$ cat src/rtl/mc_controller.sv
// Multicycle MIPS control unit: sequences FETCH/DECODE/EXECUTE/MEM/WB with a
// memory-ready handshake, a per-access wait timeout, sticky fault and retire count.
module mc_controller #(
  parameter int OPCODE_WIDTH   = 6,
  parameter int MEM_WAIT_MAX   = 15,
  parameter int WAIT_CNT_WIDTH = 4,
  parameter int RETIRE_WIDTH   = 16
) (
  input  logic                    mc_clk,
  input  logic                    mc_rst,
  input  logic                    mc_i_ce,
  input  logic [OPCODE_WIDTH-1:0] mc_i_opcode,
  input  logic                    mc_i_mem_ready,
  output logic                    mc_o_PCWrite,
  output logic                    mc_o_Branch,
  output logic                    mc_o_IorD,
  output logic                    mc_o_MemRead,
  output logic                    mc_o_MemWrite,
  output logic                    mc_o_IRWrite,
  output logic                    mc_o_MemtoReg,
  output logic                    mc_o_RegDst,
  output logic                    mc_o_RegWrite,
  output logic                    mc_o_ALUSrcA,
  output logic [1:0]              mc_o_ALUSrcB,
  output logic [1:0]              mc_o_ALUOp,
  output logic [1:0]              mc_o_PCSrc,
  output logic [3:0]              mc_o_state,
  output logic                    mc_o_fault,
  output logic                    mc_o_instr_done,
  output logic [RETIRE_WIDTH-1:0] mc_o_retired
);

  typedef enum logic [3:0] {
    S_IDLE   = 4'd0,  S_FETCH  = 4'd1,  S_DECODE = 4'd2,  S_MEMADR = 4'd3,
    S_MEMRD  = 4'd4,  S_MEMWB  = 4'd5,  S_MEMWR  = 4'd6,  S_EXEC   = 4'd7,
    S_ALUWB  = 4'd8,  S_BRANCH = 4'd9,  S_ADDIEX = 4'd10, S_ADDIWB = 4'd11,
    S_JUMP   = 4'd12, S_FAULT  = 4'd15
  } state_e;

  localparam logic [OPCODE_WIDTH-1:0] OP_RTYPE = OPCODE_WIDTH'(6'b000000);
  localparam logic [OPCODE_WIDTH-1:0] OP_LW    = OPCODE_WIDTH'(6'b100011);
  localparam logic [OPCODE_WIDTH-1:0] OP_SW    = OPCODE_WIDTH'(6'b101011);
  localparam logic [OPCODE_WIDTH-1:0] OP_BEQ   = OPCODE_WIDTH'(6'b000100);
  localparam logic [OPCODE_WIDTH-1:0] OP_ADDI  = OPCODE_WIDTH'(6'b001000);
  localparam logic [OPCODE_WIDTH-1:0] OP_J     = OPCODE_WIDTH'(6'b000010);
  localparam logic [WAIT_CNT_WIDTH:0] WAIT_LAST = (WAIT_CNT_WIDTH+1)'(MEM_WAIT_MAX);
  localparam logic [WAIT_CNT_WIDTH:0] WAIT_ONE  = (WAIT_CNT_WIDTH+1)'(1);

  state_e                    state_q, state_d;
  logic [WAIT_CNT_WIDTH-1:0] wait_cnt_q, wait_cnt_d;
  logic [OPCODE_WIDTH-1:0]   opcode_q, opcode_d;
  logic [RETIRE_WIDTH-1:0]   retired_q, retired_d;
  logic                      fault_q, fault_d;
  logic                      is_wait, timeout;

  always_ff @(posedge mc_clk or negedge mc_rst) begin
    if (!mc_rst) begin
      state_q    <= S_IDLE;
      wait_cnt_q <= '0;
      opcode_q   <= '0;
      retired_q  <= '0;
      fault_q    <= 1'b0;
    end else begin
      state_q    <= state_d;
      wait_cnt_q <= wait_cnt_d;
      opcode_q   <= opcode_d;
      retired_q  <= retired_d;
      fault_q    <= fault_d;
    end
  end

  // Timeout fires on the cycle whose miss would bring the count to MEM_WAIT_MAX.
  always_comb begin
    is_wait = (state_q == S_FETCH) || (state_q == S_MEMRD) || (state_q == S_MEMWR);
    timeout = (MEM_WAIT_MAX != 0) && !mc_i_mem_ready &&
              (({1'b0, wait_cnt_q} + WAIT_ONE) == WAIT_LAST);
  end

  always_comb begin
    state_d = state_q;
    if (mc_i_ce) begin
      case (state_q)
        S_IDLE:   state_d = S_FETCH;
        S_FETCH:  if (mc_i_mem_ready) state_d = S_DECODE;
                  else if (timeout)   state_d = S_FAULT;
        S_DECODE: begin
          case (mc_i_opcode)
            OP_RTYPE:     state_d = S_EXEC;
            OP_LW, OP_SW: state_d = S_MEMADR;
            OP_BEQ:       state_d = S_BRANCH;
            OP_ADDI:      state_d = S_ADDIEX;
            OP_J:         state_d = S_JUMP;
            default:      state_d = S_FAULT;
          endcase
        end
        S_MEMADR: state_d = (opcode_q == OP_LW) ? S_MEMRD : S_MEMWR;
        S_MEMRD:  if (mc_i_mem_ready) state_d = S_MEMWB;
                  else if (timeout)   state_d = S_FAULT;
        S_MEMWR:  if (mc_i_mem_ready) state_d = S_FETCH;
                  else if (timeout)   state_d = S_FAULT;
        S_EXEC:   state_d = S_ALUWB;
        S_ADDIEX: state_d = S_ADDIWB;
        S_MEMWB, S_ALUWB, S_BRANCH, S_ADDIWB, S_JUMP: state_d = S_FETCH;
        S_FAULT:  state_d = S_FAULT;
        default:  state_d = S_FAULT;
      endcase
    end
  end

  always_comb begin
    wait_cnt_d = wait_cnt_q;
    opcode_d   = opcode_q;
    retired_d  = retired_q;
    fault_d    = fault_q;
    if (mc_i_ce) begin
      if (state_d != state_q)             wait_cnt_d = '0;
      else if (is_wait && !mc_i_mem_ready) wait_cnt_d = wait_cnt_q + WAIT_CNT_WIDTH'(1);
      if (state_q == S_DECODE) opcode_d  = mc_i_opcode;
      if (mc_o_instr_done)     retired_d = retired_q + RETIRE_WIDTH'(1);
      if (state_d == S_FAULT)  fault_d   = 1'b1;
    end
  end

  always_comb begin
    mc_o_PCWrite    = 1'b0;
    mc_o_Branch     = 1'b0;
    mc_o_IorD       = 1'b0;
    mc_o_MemRead    = 1'b0;
    mc_o_MemWrite   = 1'b0;
    mc_o_IRWrite    = 1'b0;
    mc_o_MemtoReg   = 1'b0;
    mc_o_RegDst     = 1'b0;
    mc_o_RegWrite   = 1'b0;
    mc_o_ALUSrcA    = 1'b0;
    mc_o_ALUSrcB    = 2'b00;
    mc_o_ALUOp      = 2'b00;
    mc_o_PCSrc      = 2'b00;
    mc_o_instr_done = 1'b0;
    case (state_q)
      S_FETCH: begin
        mc_o_MemRead = 1'b1;
        mc_o_ALUSrcB = 2'b01;
        mc_o_IRWrite = mc_i_mem_ready;
        mc_o_PCWrite = mc_i_mem_ready;
      end
      S_DECODE: mc_o_ALUSrcB = 2'b11;
      S_MEMADR, S_ADDIEX: begin
        mc_o_ALUSrcA = 1'b1;
        mc_o_ALUSrcB = 2'b10;
      end
      S_MEMRD: begin
        mc_o_IorD    = 1'b1;
        mc_o_MemRead = 1'b1;
      end
      S_MEMWB: begin
        mc_o_MemtoReg   = 1'b1;
        mc_o_RegWrite   = 1'b1;
        mc_o_instr_done = 1'b1;
      end
      S_MEMWR: begin
        mc_o_IorD       = 1'b1;
        mc_o_MemWrite   = 1'b1;
        mc_o_instr_done = mc_i_mem_ready;
      end
      S_EXEC: begin
        mc_o_ALUSrcA = 1'b1;
        mc_o_ALUOp   = 2'b10;
      end
      S_ALUWB: begin
        mc_o_RegDst     = 1'b1;
        mc_o_RegWrite   = 1'b1;
        mc_o_instr_done = 1'b1;
      end
      S_BRANCH: begin
        mc_o_ALUSrcA    = 1'b1;
        mc_o_ALUOp      = 2'b01;
        mc_o_Branch     = 1'b1;
        mc_o_PCSrc      = 2'b01;
        mc_o_instr_done = 1'b1;
      end
      S_ADDIWB: begin
        mc_o_RegWrite   = 1'b1;
        mc_o_instr_done = 1'b1;
      end
      S_JUMP: begin
        mc_o_PCSrc      = 2'b10;
        mc_o_PCWrite    = 1'b1;
        mc_o_instr_done = 1'b1;
      end
      default: ;
    endcase
    // Side-effecting strobes are suppressed while frozen; mux selects are left alone.
    if (!mc_i_ce) begin
      mc_o_PCWrite    = 1'b0;
      mc_o_Branch     = 1'b0;
      mc_o_IRWrite    = 1'b0;
      mc_o_RegWrite   = 1'b0;
      mc_o_MemWrite   = 1'b0;
      mc_o_instr_done = 1'b0;
    end
  end

  assign mc_o_state   = state_q;
  assign mc_o_fault   = fault_q;
  assign mc_o_retired = retired_q;

endmodule

$ cat config.mk
export PLATFORM = sky130hd
export DESIGN_NAME = mc_controller
export DESIGN_NICKNAME = d
export VERILOG_FILES = /design/src/rtl/mc_controller.sv
export SDC_FILE = /design/constraint.sdc
export NUM_CORES = 1
export LEC_CHECK = 0
export CORE_MARGIN = 2
export CORE_UTILIZATION = 40
export DETAILED_ROUTE_END_ITERATION = 7
export PLACE_DENSITY = 0.66
export SYNTH_ARGS = -nofsm -noshare
export SYNTH_HDL_FRONTEND = slang
export SYNTH_SLANG_ARGS = --single-unit
export TNS_END_PERCENT = 10
$ cat constraint.sdc
create_clock -name mc_clk -period 2.68 [get_ports mc_clk]
set_input_delay 0.536 -clock mc_clk [delete_from_list [all_inputs] [get_ports mc_clk]]
set_output_delay 0.536 -clock mc_clk [all_outputs]
set_load 0.03 [all_outputs]
==> results of run 1 <==
## cell families (layout without fill, tap and decap cells)
kind of cell	count (synthesis)	count (layout)
buf+inv	23	86
mux	8	8
fa+ha+maj	3	3
simple gates	101	101
flops	31	31
compound gates	51	51
xor+xnor	19	19
## worst max-delay path by stage
stage	endpoint	depth (start not counted)
2_1_floorplan	mc_o_PCWrite	5
3_3_place_gp	wait_cnt_q[3]$_DFFE_PN0P_	8
3_5_place_dp	wait_cnt_q[2]$_DFFE_PN0P_	8
4_1_cts	mc_o_ALUSrcB[0]	3
5_1_grt	wait_cnt_q[3]$_DFFE_PN0P_	8
6_report	mc_o_ALUSrcA	5
## stage by stage
| stage | TNS (ns) | power, uW | util | setup WS, ns |
|---|---|---|---|---|
| detailed placement | -0.683 | 1440 | 0.539 | -0.166 |
| global route | 0 | 1980 | 0.562 | 0.0125 |
| finish | 0 | 1860 | 0.562 | 0.131 |
| global placement | -0.470 | 1430 | 0.539 | -0.119 |
| floorplan | 0 | 1150 | - | 0.0426 |
| CTS | 0 | 1850 | 0.560 | 0.0735 |
## cell type report
type | instances | share of cell area
inverters | 9 | 0.0119
well taps | 70 | 0.0309
flip-flops and latches | 31 | 0.275
multi-input cells | 182 | 0.426
clock inverters | 1 | 0.00265
clock buffers | 7 | 0.0340
repair buffers | 69 | 0.219
## what timing repair did
item	4_1_cts	5_1_grt
hold buffers	0	0
gates resized for setup	0	3
setup endpoints to repair	0	4
setup buffers	0	0
## metal layers
layer  GRT usage  share of wire
met2       0.338           0.47
met5           0              0
met4      0.0527          0.018
met3      0.0450          0.062
met1       0.262           0.45
## synthesized netlist by cell type (2+ instances only)
master and number:
and4_1 2, mux2_2 7, ha_1 3, a21oi_1 9, clkbuf_1 6, nand4b_1 2
buf_1 3, or2_2 2, buf_2 4, nand4_1 6, nor4_1 3, xnor2_1 14
dfrtp_1 31, nand3_1 6, a211oi_1 3, o221ai_1 6, a21boi_0 3, o211a_1 2
inv_1 9, or3_1 3, nor3_1 10, o211ai_1 2, nand2b_1 4, o21a_1 3
and3_1 3, nor4b_1 3, nor2b_1 4, xor2_1 5, o21ai_0 10, nor2_1 24
nand2_1 21
## flip-flops by register name (all words and copies together) (netlist names)
name / cells
mc_o_retired: 16
mc_o_fault: 1
mc_o_state: 4
wait_cnt_q: 4
opcode_q: 6
## report_power, final
group,leakage [uW],switching (uW),internal (uW)
sequential,0.000395,89.9,513
combinational,0.000751,487,357
clock,0.0000505,178,233
total,0.00120,756,1100
==> results.ini, run 1 <==
[floorplanning]
dieArea_um2=5770
die_y_um=76.0
initial_core_util=0.411
core_um2=5040
num_rows=26
boundaryPins=48
die_x_um=76.0

[timing]
slew_headroom=0.622
skew_ns=0.00849
rsz0062_at_grt=false
slew_viol_final=0
fin_crit_sh=0.951
max_freq_mhz=392
period_minus_slack_ns=2.55
hold_viol=0
setup_viol=0
tightest_slew_ns=0.560
whs_ns=0.477

[setup_path]
cp_data_arrival_time_ns=2.01
slowest_stage=clkdlybuf4s50_1
crit_type=reg2out
slowest_delay_ns=0.69
critical_path_peak_fanout=12
endpoint_kind=output pin
cp_cell_sequence=nand2_1 > nor2_1 > a21oi_1 > o22ai_1 > clkdlybuf4s50_1
required_ns=2.14
rrSetupSlack_ns=0.39
start_kind=register
r2r-start=mc_o_state[2]$_DFF_PN0_
r2r.worst_path.cells=9
crit_path_start=mc_o_state[3]$_DFF_PN0_
crit_buf_inv=1
reg2reg_to=mc_o_retired[10]$_DFFE_PN0P_
worst_path_dominant_cell_family=buffers and inverters

[logic_synthesis]
yosysSeqAreaShare=0.374
synth_top_family_by_area=simple AND/OR/NAND/NOR gates
synth_edf_count=0
yosys.area.top_type=dfrtp_1
synth_nets=249
synth_xor_area_frac=0.0803
synthMuxAreaShare=0.0429
synth_seq_cells=31
synth-main-ff-cell=dfrtp_1
syn_area_um2=2070
synth_compound_area_frac=0.182
synth-simple-area-share=0.257
ys_types=54
synthAdderAreaFrac=0.0181
yosysTopAreaCellShare=0.374
yosys-top-cells-area=dfrtp_1 37%, xnor2_1 5.9%, nor2_1 4.3%
async_flop_share=1.00
syn_inst=236
yosys_warnings=0
avgSynthCellArea_um2=8.78

[pwr]
ir_drop_v=0.000453
leakagePower_uw=0.00120
p_per_area_nw_per_um2=657

[routing]
via_per_inst=5.45
drtAntennaViolNets=0
routed_wl_mm=5.53
drtIter0Drc=96
drc=0
vias=2010
wl_per_cell_um=15.0
dr.pass1.iters=4

[flow_run]
cap_viol_max_count=0

[clock_tree]
clock_sinks=31
htreeDepth=2
clockBufferDepth=2
clk_pin_slew_ns=0.07
clk_latency_ns=0.28
cts_buffers=5
tritoncts=done
root_buffer=clkbuf_8

[finish]
diodes=0
seqCellArea_um2=778
finish.instance_area_um2=2830
final_cell_mix=41 x clkdlybuf4s50_1, 29 x dfrtp_1, 28 x buf_4
layout_commonest_cell=clkdlybuf4s50_1
fin_nets=311
syn_to_final_growth_pct=36.7
nFillCells=452
final_cells=369
multi_input_area_um2=1210
drive_gt1_frac=0.181

[status]
status=complete, no violations

[hold_path]
hold_path_class=reg2reg
min_path_cells=1
min-delay-start=mc_o_retired[15]$_DFFE_PN0P_
hold_path_end=mc_o_retired[15]$_DFFE_PN0P_

[place]
dp_hpwl_mm=4.11
gp_congestion=0.949
dp.cells=361
placed_area_um2=2720
port_buffers=47

[global_route]
grt_antenna_before_repair=0
grt_pass1_wl_mm=9.51
grt_pass1_vias=1988
grt_overflow=0
grt_max_degree=32
grt_usage=0.201

(Power assumes the default switching activity.)
==> run 2, diff against run 1 <==
MAX_ROUTING_LAYER = met4   (was default)
TNS_END_PERCENT = 5   (was 10)
==> results.ini, run 2 (same netlist as run 1, synthesis figures left out) <==
[status]
status=complete, no violations  ; unchanged

[clock_tree]
cts_hold_buf=0  ; unchanged
clock_sinks=31  ; unchanged
cts_buffers=5  ; unchanged
tritoncts=done  ; unchanged
clk_latency_ns=0.28  ; about the same
root_buffer=clkbuf_8  ; unchanged
clockBufferDepth=2  ; unchanged
htreeDepth=2  ; unchanged
clk_pin_slew_ns=0.06  ; was 0.07 ns

[pwr]
p_per_area_nw_per_um2=671  ; was 657 nW/um^2
intPower_uw=1180  ; was 1100 uW
ir_drop_v=0.000453  ; about the same
leakagePower_uw=0.00122  ; was 0.00120 uW
swShare=0.388  ; was 0.406
p_switching_uw=748  ; was 756 uW
clkPwrFrac=0.247  ; was 0.221
seqPwrFrac=0.306  ; was 0.324
pwr-share-comb=0.447  ; was 0.454

[global_route]
grt_usage=0.206  ; was 0.201
grt_pass1_vias=2034  ; was 1988
grt_pass1_wl_mm=9.57  ; was 9.51 mm
grt_antenna_before_repair=0  ; unchanged
grt_max_degree=32  ; unchanged
grt_overflow=0  ; unchanged

[finish]
final_cells=371  ; was 369
drive_gt1_frac=0.189  ; was 0.181
fin_nets=313  ; was 311
final_cell_mix=41 x clkdlybuf4s50_1, 30 x buf_4, 29 x dfrtp_1  ; was 41 x clkdlybuf4s50_1, 29 x dfrtp_1, 28 x buf_4
syn_to_final_growth_pct=38.6  ; was 36.7%
final_util=0.569  ; was 0.562
largest_reg_flops=16  ; unchanged
layout_commonest_cell=clkdlybuf4s50_1  ; unchanged
diodes=0  ; unchanged

[setup_path]
required_ns=2.83  ; was 2.14 ns
critical_path_peak_fanout=4  ; was 12
endpoint_kind=register  ; was output pin
cp_data_arrival_time_ns=2.70  ; was 2.01 ns
crit_type=in2reg  ; was reg2out
start_kind=primary input  ; was register

[floorplanning]
die_y_um=76.0  ; unchanged
dieArea_um2=5770  ; unchanged
num_rows=26  ; unchanged
die_x_um=76.0  ; unchanged
core_um2=5040  ; unchanged
boundaryPins=48  ; unchanged
initial_core_util=0.411  ; unchanged

[routing]
drtAntennaViolNets=0  ; unchanged
dr.pass1.iters=5  ; was 4
routed_wl_mm=5.65  ; was 5.53 mm
wl_per_cell_um=15.2  ; was 15.0 um
drtIter0Drc=105  ; was 96
vias=2028  ; was 2010
drc=0  ; unchanged
via_per_inst=5.47  ; was 5.45

[timing]
slew_headroom=0.578  ; was 0.622
hold_viol=0  ; unchanged
setup_viol=0  ; unchanged
whs_ns=0.479  ; was 0.477 ns
rsz0062_at_grt=false  ; unchanged
fin_crit_sh=0.951  ; about the same
period_minus_slack_ns=2.55  ; about the same
setup_tns_ns=0  ; unchanged
max_freq_mhz=392  ; about the same
slew_viol_final=0  ; unchanged
tightest_slew_ns=0.625  ; was 0.560 ns
skew_ns=0.00648  ; was 0.00849 ns

[place]
gp_congestion=0.955  ; was 0.949
port_buffers=47  ; unchanged
dp.cells=363  ; was 361
dp_hpwl_mm=4.15  ; was 4.11 mm

[flow_run]
cap_viol_max_count=0  ; unchanged

[hold_path]
hold_path_class=reg2reg  ; unchanged

==> run 2: worst paths after layout <==
| check | from | end | slack (ns) | cells past startpoint |
|---|---|---|---|---|
| worst max-delay path | mc_i_opcode[5] | wait_cnt_q[2]$_DFFE_PN0P_ | 0.13 | 8 |
| worst min register to register | mc_o_retired[15]$_DFFE_PN0P_ | mc_o_retired[15]$_DFFE_PN0P_ | 0.48 | 1 |
| worst max register to register | mc_o_state[2]$_DFF_PN0_ | wait_cnt_q[2]$_DFFE_PN0P_ | 0.40 | 9 |
| max in group asynchronous | mc_rst | mc_o_state[1]$_DFF_PN0_ | 1.73 | 2 |
| min in group asynchronous | mc_rst | wait_cnt_q[1]$_DFFE_PN0P_ | 0.64 | 2 |
| worst min-delay path | mc_o_retired[15]$_DFFE_PN0P_ | mc_o_retired[15]$_DFFE_PN0P_ | 0.48 | 1 |
==> run 2: power groups by stage <==
stage	sequential (uW)	combinational [uW]	clock, uW
after floorplan	611	541	0
after global placement	596	836	0
after detailed placement	596	837	0
after CTS	588	842	488
after global routing	600	947	509
final	590	862	476
==> run 2: critical path, cell delays in order <==
cell and delay (ns):
clkdlybuf4s50_1 0.45, or3_1 0.40, or4_1 0.50, and4_4 0.24, nor4_4 0.25, a211oi_1 0.08
nand3_2 0.11, o221ai_1 0.13
==> run 2: final cells by class <==
type / instances / area [um^2]
fillers: 455 / 2170
multi-input cells: 182 / 1220
flip-flops and latches: 31 / 778
repair buffers: 71 / 636
well taps: 70 / 87.6
clock buffers: 6 / 82.6
clock inverters: 2 / 35.0
inverters: 9 / 33.8
==> run 2: what timing repair did <==
item                                    in CTS  in global routing
endpoints found under the setup margin       0                  5
buffers inserted                             0                  0
resized for setup                            0                  5
==> run 2: per-layer routing <==
layer  vias up  track usage  routed length [um]  share of wire
li1        981            -                   -              -
met1       950        0.257                2530           0.45
met2        84        0.340                2670           0.47
met3        13       0.0415                 341          0.060
met4         0       0.0636                 114          0.020
met5         -            -                   0              0
==> run 2: metrics by stage <==
step | cell area, um^2 | worst slack (ns) | power [uW]
2_1_floorplan | 2070 | 0.0426 | 1150
3_3_place_gp | 2730 | -0.108 | 1430
3_5_place_dp | 2730 | -0.131 | 1430
4_1_cts | 2850 | 0.0599 | 1920
5_1_grt | 2870 | 0.0132 | 2060
6_report | 2870 | 0.130 | 1930
==> run 3, diff against run 2 <==
CTS_BUF_LIST = sky130_fd_sc_hd__clkbuf_8   (was default)
==> results of run 3 <==
Same layout as run 2: the final DEF is identical, and so are final timing and power.
